$ cat src/rtl/des_round_engine.sv
// Iterative DES/Feistel engine: one round per clock, ROUNDS rounds per block,
// ready/valid handshake on both sides, optional IP/FP wrapping.
module des_round_engine #(
    parameter int unsigned ROUNDS = 16,
    parameter int unsigned USE_IP = 1
) (
    input  logic        Clk,
    input  logic        ResetN,
    input  logic        InValid,
    output logic        InReady,
    input  logic [63:0] DataIn,
    input  logic [63:0] KeyIn,
    input  logic        Decrypt,
    output logic        OutValid,
    input  logic        OutReady,
    output logic [63:0] DataOut,
    output logic        Busy
);

    localparam int unsigned HALF_W = 32;
    localparam int unsigned CD_W   = 28;
    localparam int unsigned CNT_W  = 5;

    // Permutation tables: entry k names the 1-based source bit (bit 1 = MSB)
    // that lands in output position k+1; unused tail entries are zero.
    typedef int unsigned tab_t [64];

    localparam tab_t IP_T = '{
        58, 50, 42, 34, 26, 18, 10, 2, 60, 52, 44, 36, 28, 20, 12, 4,
        62, 54, 46, 38, 30, 22, 14, 6, 64, 56, 48, 40, 32, 24, 16, 8,
        57, 49, 41, 33, 25, 17, 9, 1, 59, 51, 43, 35, 27, 19, 11, 3,
        61, 53, 45, 37, 29, 21, 13, 5, 63, 55, 47, 39, 31, 23, 15, 7};
    localparam tab_t FP_T = '{
        40, 8, 48, 16, 56, 24, 64, 32, 39, 7, 47, 15, 55, 23, 63, 31,
        38, 6, 46, 14, 54, 22, 62, 30, 37, 5, 45, 13, 53, 21, 61, 29,
        36, 4, 44, 12, 52, 20, 60, 28, 35, 3, 43, 11, 51, 19, 59, 27,
        34, 2, 42, 10, 50, 18, 58, 26, 33, 1, 41, 9, 49, 17, 57, 25};
    localparam tab_t PC1_T = '{
        57, 49, 41, 33, 25, 17, 9, 1, 58, 50, 42, 34, 26, 18,
        10, 2, 59, 51, 43, 35, 27, 19, 11, 3, 60, 52, 44, 36,
        63, 55, 47, 39, 31, 23, 15, 7, 62, 54, 46, 38, 30, 22,
        14, 6, 61, 53, 45, 37, 29, 21, 13, 5, 28, 20, 12, 4,
        0, 0, 0, 0, 0, 0, 0, 0};
    localparam tab_t PC2_T = '{
        14, 17, 11, 24, 1, 5, 3, 28, 15, 6, 21, 10,
        23, 19, 12, 4, 26, 8, 16, 7, 27, 20, 13, 2,
        41, 52, 31, 37, 47, 55, 30, 40, 51, 45, 33, 48,
        44, 49, 39, 56, 34, 53, 46, 42, 50, 36, 29, 32,
        0, 0, 0, 0, 0, 0, 0, 0, 0, 0, 0, 0, 0, 0, 0, 0};
    localparam tab_t E_T = '{
        32, 1, 2, 3, 4, 5, 4, 5, 6, 7, 8, 9,
        8, 9, 10, 11, 12, 13, 12, 13, 14, 15, 16, 17,
        16, 17, 18, 19, 20, 21, 20, 21, 22, 23, 24, 25,
        24, 25, 26, 27, 28, 29, 28, 29, 30, 31, 32, 1,
        0, 0, 0, 0, 0, 0, 0, 0, 0, 0, 0, 0, 0, 0, 0, 0};
    localparam tab_t P_T = '{
        16, 7, 20, 21, 29, 12, 28, 17, 1, 15, 23, 26, 5, 18, 31, 10,
        2, 8, 24, 14, 32, 27, 3, 9, 19, 13, 30, 6, 22, 11, 4, 25,
        0, 0, 0, 0, 0, 0, 0, 0, 0, 0, 0, 0, 0, 0, 0, 0,
        0, 0, 0, 0, 0, 0, 0, 0, 0, 0, 0, 0, 0, 0, 0, 0};

    // S-boxes, 64 nibbles each, indexed row*16+col, first entry in the top nibble.
    localparam logic [255:0] SBOX [8] = '{
        {64'hE4D12FB83A6C5907, 64'h0F74E2D1A6CB9538, 64'h41E8D62BFC973A50, 64'hFC8249175B3EA06D},
        {64'hF18E6B34972DC05A, 64'h3D47F28EC01A69B5, 64'h0E7BA4D158C6932F, 64'hD8A13F42B67C05E9},
        {64'hA09E63F51DC7B428, 64'hD709346A285ECBF1, 64'hD6498F30B12C5AE7, 64'h1AD069874FE3B52C},
        {64'h7DE3069A1285BC4F, 64'hD8B56F03472C1AE9, 64'hA690CB7DF13E5284, 64'h3F06A1D8945BC72E},
        {64'h2C417AB6853FD0E9, 64'hEB2C47D150FA3986, 64'h421BAD78F9C5630E, 64'hB8C71E2D6F09A453},
        {64'hC1AF92680D34E75B, 64'hAF427C9561DE0B38, 64'h9EF528C3704A1DB6, 64'h432C95FABE17608D},
        {64'h4B2EF08D3C975A61, 64'hD0B7491AE35C2F86, 64'h14BDC37EAF680592, 64'h6BD814A7950FE23C},
        {64'hD2846FB1A93E50C7, 64'h1FD8A374C56B0E92, 64'h7B419CE206ADF358, 64'h21E74A8DFC90356B}};

    localparam logic [1:0] SHIFTS [16] = '{
        2'd1, 2'd1, 2'd2, 2'd2, 2'd2, 2'd2, 2'd2, 2'd2,
        2'd1, 2'd2, 2'd2, 2'd2, 2'd2, 2'd2, 2'd2, 2'd1};

    // Total key rotation over the configured rounds, reduced mod 28.
    function automatic int unsigned shift_sum(input int unsigned n);
        int unsigned sum;
        sum = 0;
        for (int unsigned i = 0; i < 16; i++) begin
            if (i < n) sum += 32'(SHIFTS[4'(i)]);
        end
        return sum % CD_W;
    endfunction

    localparam int unsigned PRE_ROT = shift_sum(ROUNDS);

    // Generic bit permutation; src and result are right-aligned in 64 bits.
    function automatic logic [63:0] perm(input logic [63:0] src, input int unsigned src_w,
                                         input tab_t tab, input int unsigned dst_w);
        logic [63:0] res;
        res = '0;
        for (int unsigned k = 0; k < 64; k++) begin
            if (k < dst_w) res[6'(dst_w - 1 - k)] = src[6'(src_w - tab[6'(k)])];
        end
        return res;
    endfunction

    function automatic logic [27:0] rotl28(input logic [27:0] x, input int unsigned n);
        logic [55:0] xx;
        xx = {x, x};
        return xx[6'(55 - n) -: 28];
    endfunction

    function automatic logic [27:0] rotr28(input logic [27:0] x, input int unsigned n);
        logic [55:0] xx;
        xx = {x, x};
        return xx[6'(27 + n) -: 28];
    endfunction

    // Eight S-boxes, 6-bit slices MSB-first; row = outer bits, column = inner four.
    function automatic logic [31:0] sbox_layer(input logic [47:0] x);
        logic [31:0]  res;
        logic [255:0] box;
        logic [5:0]   six;
        logic [7:0]   idx;
        res = '0;
        for (int unsigned s = 0; s < 8; s++) begin
            six = x[6'(47 - 6 * s) -: 6];
            idx = {2'b00, six[5], six[0], six[4:1]};
            box = SBOX[3'(s)];
            res[5'(31 - 4 * s) -: 4] = box[8'(8'd255 - {idx[5:0], 2'b00}) -: 4];
        end
        return res;
    endfunction

    function automatic logic [31:0] feistel(input logic [31:0] rr, input logic [47:0] kk);
        logic [47:0] e;
        e = 48'(perm(64'(rr), 32, E_T, 48));
        return 32'(perm(64'(sbox_layer(e ^ kk)), 32, P_T, 32));
    endfunction

    typedef enum logic [1:0] {IDLE, RUN, DONE} state_t;

    state_t              state;
    logic [HALF_W-1:0]   l, r, r_nxt;
    logic [CD_W-1:0]     c, d, c_load, d_load, c_rot, d_rot, c_nxt, d_nxt;
    logic [CNT_W-1:0]    cnt;
    logic                mode;
    logic [63:0]         ip_blk, preout, fin_blk;
    logic [55:0]         pc1_key;
    logic [47:0]         sub_key;
    logic [1:0]          shift_enc, shift_dec;

    // Block/key loading and the single Feistel round for the current count.
    always_comb begin
        ip_blk = DataIn;
        if (USE_IP != 0) ip_blk = perm(DataIn, 64, IP_T, 64);
        pc1_key = 56'(perm(KeyIn, 64, PC1_T, 56));
        c_load  = pc1_key[55:28];
        d_load  = pc1_key[27:0];
        if (Decrypt) begin
            c_load = rotl28(pc1_key[55:28], PRE_ROT);
            d_load = rotl28(pc1_key[27:0], PRE_ROT);
        end
        shift_enc = SHIFTS[cnt[3:0]];
        shift_dec = SHIFTS[4'(ROUNDS - 1) - cnt[3:0]];
        c_rot   = rotl28(c, 32'(shift_enc));
        d_rot   = rotl28(d, 32'(shift_enc));
        c_nxt   = c_rot;
        d_nxt   = d_rot;
        sub_key = 48'(perm(64'({c_rot, d_rot}), 56, PC2_T, 48));
        if (mode) begin
            sub_key = 48'(perm(64'({c, d}), 56, PC2_T, 48));
            c_nxt   = rotr28(c, 32'(shift_dec));
            d_nxt   = rotr28(d, 32'(shift_dec));
        end
        r_nxt   = l ^ feistel(r, sub_key);
        preout  = {r_nxt, r};
        fin_blk = preout;
        if (USE_IP != 0) fin_blk = perm(preout, 64, FP_T, 64);
    end

    // Control FSM with datapath registers and registered handshake outputs.
    always_ff @(posedge Clk) begin
        if (!ResetN) begin
            state    <= IDLE;
            l        <= '0;
            r        <= '0;
            c        <= '0;
            d        <= '0;
            cnt      <= '0;
            mode     <= 1'b0;
            DataOut  <= '0;
            OutValid <= 1'b0;
            Busy     <= 1'b0;
            InReady  <= 1'b0;
        end else begin
            case (state)
                IDLE: begin
                    if (InValid && InReady) begin
                        l       <= ip_blk[63:32];
                        r       <= ip_blk[31:0];
                        c       <= c_load;
                        d       <= d_load;
                        mode    <= Decrypt;
                        cnt     <= '0;
                        Busy    <= 1'b1;
                        InReady <= 1'b0;
                        state   <= RUN;
                    end else begin
                        InReady <= 1'b1;
                    end
                end
                RUN: begin
                    l   <= r;
                    r   <= r_nxt;
                    c   <= c_nxt;
                    d   <= d_nxt;
                    cnt <= cnt + 5'd1;
                    if (cnt == 5'(ROUNDS - 1)) begin
                        DataOut  <= fin_blk;
                        OutValid <= 1'b1;
                        Busy     <= 1'b0;
                        state    <= DONE;
                    end
                end
                DONE: begin
                    if (OutReady) begin
                        OutValid <= 1'b0;
                        InReady  <= 1'b1;
                        state    <= IDLE;
                    end
                end
                default: state <= IDLE;
            endcase
        end
    end

endmodule

$ cat config.mk
export PLATFORM = sky130hd
export DESIGN_NAME = des_round_engine
export DESIGN_NICKNAME = d
export VERILOG_FILES = /design/src/rtl/des_round_engine.sv
export SDC_FILE = /design/constraint.sdc
export NUM_CORES = 1
export LEC_CHECK = 0
export BUFFER_PORTS_ARGS = -buffer_cell sky130_fd_sc_hd__clkbuf_2
export CORE_UTILIZATION = 65
export CTS_BUF_LIST = sky130_fd_sc_hd__clkbuf_16
export CTS_CLUSTER_DIAMETER = 100
export DETAILED_ROUTE_END_ITERATION = 12
export PLACE_DENSITY = 0.87
export SKIP_LAST_GASP = 1
export SYNTH_ARGS = -nofsm -noshare
export SYNTH_HDL_FRONTEND = slang
export SYNTH_SLANG_ARGS = --single-unit
$ cat constraint.sdc
create_clock -name Clk -period 8.6 [get_ports Clk]
set_input_delay 0.43 -clock Clk [delete_from_list [all_inputs] [get_ports Clk]]
set_output_delay 0.43 -clock Clk [all_outputs]
set_load 0.02 [all_outputs]
After elaboration in Yosys (flattened, before gate mapping). Memories as Yosys holds them, arrays and structs flattened. Index checks and enable logic that the tools add are counted. Widths: inputs -> output; s select.

Register bits: 195. Memory bits (read-only): 64. Input port bits: 133. Output and inout port bits: 67. Word-level logic and storage cells: 91. Memories kept: 2.

Add/sub/neg operators: 12. Order comparisons: 2. Equality and inequality tests: 6. Shifts and indexed selects: 12. Mux-type cells: 30. Bitwise operators: 4. Reductions and logical operators: 12.

Memory list: (name not given) (depth 16, bits a word 2, read ports 1, clocked after memory_dff 0, wr ports 0, RTL line 158) `shift_dec = SHIFTS[4'(ROUNDS - 1) - cnt[3:0]];`; (name not given) (depth 16, bits a word 2, read ports 1, clocked after memory_dff 0, wr ports 0, RTL line 157) `shift_enc = SHIFTS[cnt[3:0]];`.

Operator list (count): $shiftx 259x9->4 const A (8); $shiftx 83x7->28 (4); $pmux 32 s2 (2); $mux 28 (4); $pmux 28 s2 (2); $mux 32 (2); $sub 8x8->8 const A (8); $mux 48 (1); $xor 48x48->48 (1); $xor 32x32->32 (1); $mux 2 (7); $ge 5x5->1 const B (2); $not 4->5 (2); $pmux 5 s2 (1); $reduce_and 3->1 (3); $reduce_and 2->1 (4); $add 5x2->6 const A (1); $mux 1 (6); $ne 2x2->1 const B (3); $pmux 1 s2 (3); $pmux 2 s3 (1); $reduce_bool 2->1 (3); $sub 6x2->6 const A (1); $add 5x1->5 const B (1); other kinds (7) (7).

Logic depth before layout (Yosys ltp).
Depth after elaboration: 12. Mapped depth: 22. Gate-level depth less buffers: 18.

Worst setup path before layout. OpenSTA, ideal clock, no wires.

Path kind: register -> register. From: reg cnt[1]. To: reg r[2]. Library setup time: 0.074 ns. Arrival: 4.422 ns. Required time: 8.526 ns. Setup slack: 4.103 ns. Stages on the path, launching flop included: 22. Buffers on the path: 4. Clock period less this slack: 4.497 ns. Cells stage by stage: dfxtp_1 inv_1 ha_1 and2_1 buf_6 o31ai_4 buf_6 buf_6 a21boi_1 a221oi_1 xnor2_1 inv_1 ha_1 clkbuf_1 inv_1 nand3_1 and2_1 a211o_1 a31oi_1 nor2_1 or3_1 a31oi_1.

Cells in the longest elaborated chain, start to end: 12.

Ends and longest elaborated chain: start, declared (RTL line 139) `logic [CNT_W-1:0] cnt;`; start signal, assigned (RTL line 211) `cnt <= cnt + 5'd1;`; $not 4->5 (implied by the code) (RTL line 157); $mem_v2 16x2; $mux 2 (implied by the code) (2 in series) (RTL line 157); $sub 6x2->6 (RTL line 103) `return xx[6'(55 - n) -: 28];`; $shiftx 83x7->28 (RTL line 103); $mux 48 (RTL line 164) `if (mode) begin`; $xor 48x48->48 (RTL line 131) `return 32'(perm(64'(sbox_layer(e ^ kk)), 32, P_T, 32));`; $sub 8x8->8 (RTL line 123) `res[5'(31 - 4 * s) -: 4] = box[8'(8'd255 - {idx[5:0], 2'b00}) -: 4];`; $shiftx 259x9->4 (RTL line 123); $xor 32x32->32 (RTL line 169) `r_nxt = l ^ feistel(r, sub_key);`; $pmux 32 s2 (RTL line 190) `case (state)`; end signal, assigned (RTL line 194) `r <= ip_blk[31:0];`; end signal, assigned (RTL line 208) `r <= r_nxt;`; end, declared (RTL line 137) `logic [HALF_W-1:0] l, r, r_nxt;`.

Every way passes these cells. The select of a mux whose other input is x is not followed. A chain may end at the register's enable or synchronous reset.

Worst setup path in the final report. Same ends and word-level chain as after synthesis.

==> qor.yml <==
die:
  core.rowCount: 60
  dieArea_um2: 28500
  ios: 200
  die_width_um: 168.8
  die_y_um: 168.8
  initial_core_util: 0.6674
  core_um2: 27100
sta:
  period_minus_slack_ns: 6.476
  tns_ns: 0
  maxSlewViolCount: 0
  fmax_ghz: 0.1544
  worstMarginPinSlew_ns: 1.350
  period_share: 0.7530
  rsz0062_at_grt: "false"
  slew_headroom: 0.09351
  finalSetupViolCount: 0
  whs_ns: 0.1957
  worst_clock_skew_ns: 0.02218
  hold_viol_final: 0
clock_tree:
  cts_setup_buffers: 0
  cts-root-buf: "clkbuf_16"
  h-tree-depth: 4
  cts-resized-gates: 0
  hold_buffers: 0
  clockBufferDepth: 2
  cts_buffers: 17
  clock_latency_ns: 0.47
  cts_tree: "done"
  clkTransAtPathRegs_ns: 0.09
  cts_sinks: 195
logic_synthesis:
  yosysTopAreaCellShare: 0.2158
  synth_common_cells: "nand2_1, nor2_1, dfxtp_1, a21oi_1, clkbuf_1"
  yosys.area_share.adder: 0.04496
  synth_top_family_by_area: "compound AO/OA/AOI/OAI gates"
  syn-num-nets: 2698
  synth.avg_cell_area_um2: 7.235
  synth_cell_types: 97
  synth.area.top_cells: "dfxtp_1, nand2_1, nor2_1, mux2i_1, a21oi_1"
  synthCells: 2500
  synth-compound-area-share: 0.3077
  synth_warnings: 0
  syn-cell-area_um2: 18090
  synth-seq-cells: 195
  synth.most_common_cell: "nand2_1"
  synth.yosys.seq_area_share: 0.2158
  synth-main-ff-cell: "dfxtp_1"
  synth.area.mux_share: 0.07111
  synth_top_area_cell: "dfxtp_1"
  synth_xor_area_frac: 0.05693
  synth-edff-count: 0
  synthSimpleGateAreaFrac: 0.2350
  synthArstFlopShare: 0
drt:
  wl_per_cell_um: 22.25
  drc: 0
  via_per_inst: 7.036
  vias: 20330
  dr.pass1.iters: 7
  finalWirelength_um: 64300
  first_iter_violations: 3142
  ant_nets: 0
worst_setup_path:
  crit_arrival_ns: 6.87
  crit_chain: "inv_1 > ha_1 > and2_1 > o31ai_4 > buf_4 > a21boi_1 > a221oi_1 > xnor2_1 > inv_1 > ha_1 > inv_1 > o21ai_0 > a311oi_1 > a311oi_1 > a31oi_1 > and2_1 > or3_1 > a31oi_1"
  critPathLaunchType: "flip-flop"
  r2r_cells: 18
  r2r-start: "cnt[1]$_SDFFE_PN0P_"
  cp_max_fo: 44
  regToRegEndpoint: "r[2]$_SDFFE_PN0P_"
  slowest_delay_ns: 0.90
  critical_path_class: "reg2reg"
  endpoint: "r[2]$_SDFFE_PN0P_"
  critPathSlowestCell: "a221oi_1"
  cp_common_cell: "inv_1"
  setup.worst_path.start: "cnt[1]$_SDFFE_PN0P_"
  r2r_slack_ns: 2.12
  worstSetupEndpointType: "flip-flop"
  cp_data_required_time_ns: 8.99
finish:
  post-route-util: 0.7143
  area.growth.synth_to_final_pct: 7.021
  fillers: 2342
  nNetsFinal: 2703
  drive_gt1_frac: 0.1477
  num_antenna_cells: 0
pwr:
  ir_drop_mv: 0.2275
  power.leakage_nw: 7.804
  pwr_density_cell_nw_per_um2: 407.8
run_status:
  outcome: "finished, final reports clean"
place:
  io_buffers: 191
  post-dp-hpwl_um: 43750
  place.gp.congestion: 0.9995
grt:
  grt_remaining_overflow: 0
  grt_pass1_wl_um: 100100
  grt_pass1_vias: 18200
  grt_max_degree: 85
  grt_use_total: 0.4432
  antenna_found_initial: 0
hold_path:
  hold_path.class: "in2reg"
  worst_hold_startpoint: "DataIn[0]"
run:
  cap_violations: 0
power by group:
group	total, mW	leakage (nW)	switching [mW]	internal (mW)
Clock	0.860	0.302	0.457	0.403
Sequential	1.39	1.59	0.334	1.05
Combinational	5.65	5.91	3.62	2.02
stage by stage:
stage | cells | setup slack (ns) | total power, mW | area (µm²)
global route | 2890 | 1.825 | 8.388 | 19360
detailed placement | 2858 | 2.682 | 6.823 | 18740
floorplan | 2500 | 4.103 | 5.653 | 18090
finish | 2890 | 2.124 | 7.894 | 19360
global placement | 2858 | 2.791 | 6.703 | 18740
CTS | 2890 | 2.616 | 7.687 | 19360
layout by cell type, fill, tap and decap left out, types with 35 or more instances in the layout:
cell type  synthesis  final
a21oi_1          171    171
a311oi_1          63     63
xnor2_1           52     52
nor2_1           282    279
clkbuf_2           1    191
nand2_1          356    356
o211ai_1          35     35
nor3_1           105    105
ha_1              65     65
dfxtp_1          195    194
a31oi_1           55     55
nand3_1          105    105
a211oi_1          57     57
inv_1             45     45
mux2i_1           97     97
o21ai_0           97     97
registers in the layout (all words and copies together), names as in the netlist, 2 cells and up:
register / count
cnt: 5
c: 28
state: 2
DataOut: 64
r: 32
l: 32
d: 28
cells by family (layout without fill, tap and decap cells):
family	after synthesis	after routing
buf+inv	290	308
xor+xnor	103	103
mux	116	116
compound gates	763	763
flops	195	195
simple gates	968	968
fa+ha+maj	65	65
worst min-delay path by stage:
stage	to	cells after the start
final	l[7]$_SDFFE_PN0P_	3
after floorplan	DataOut[19]$_SDFFE_PN0P_	2
after detailed placement	DataOut[21]$_SDFFE_PN0P_	2
after global routing	d[17]$_SDFFE_PN0P_	3
after global placement	DataOut[63]$_SDFFE_PN0P_	2
after CTS	d[7]$_SDFFE_PN0P_	3
critical path: cells and delay by family (launching register included):
| family | cells | cell delay [ns] |
|---|---|---|
| fa+ha+maj | 2 | 0.82 |
| flops | 1 | 0.48 |
| simple gates | 3 | 1.00 |
| buf+inv | 4 | 1.08 |
| xor+xnor | 1 | 0.47 |
| compound gates | 8 | 2.52 |
cell type report:
class / count / area, µm² / share of cell area
clock inverters: 15 / 192.7 / 0.009954
flip-flops and latches: 195 / 3908 / 0.2019
inverters: 57 / 216.5 / 0.01118
clock buffers: 17 / 425.4 / 0.02198
well taps: 372 / 465.4 / 0.02404
repair buffers: 219 / 1166 / 0.06024
multi-input cells: 2015 / 12980 / 0.6707
per-layer routing:
layer | global-route usage | vias up | routed length [µm]
met3 | 0.08908 | 284 | 7313
li1 | - | 9195 | -
met1 | 0.5714 | 9438 | 24740
met4 | 0.2901 | 0 | 4622
met5 | 0 | - | 0
met2 | 0.6728 | 1417 | 27630
(Power assumes the default switching activity.)
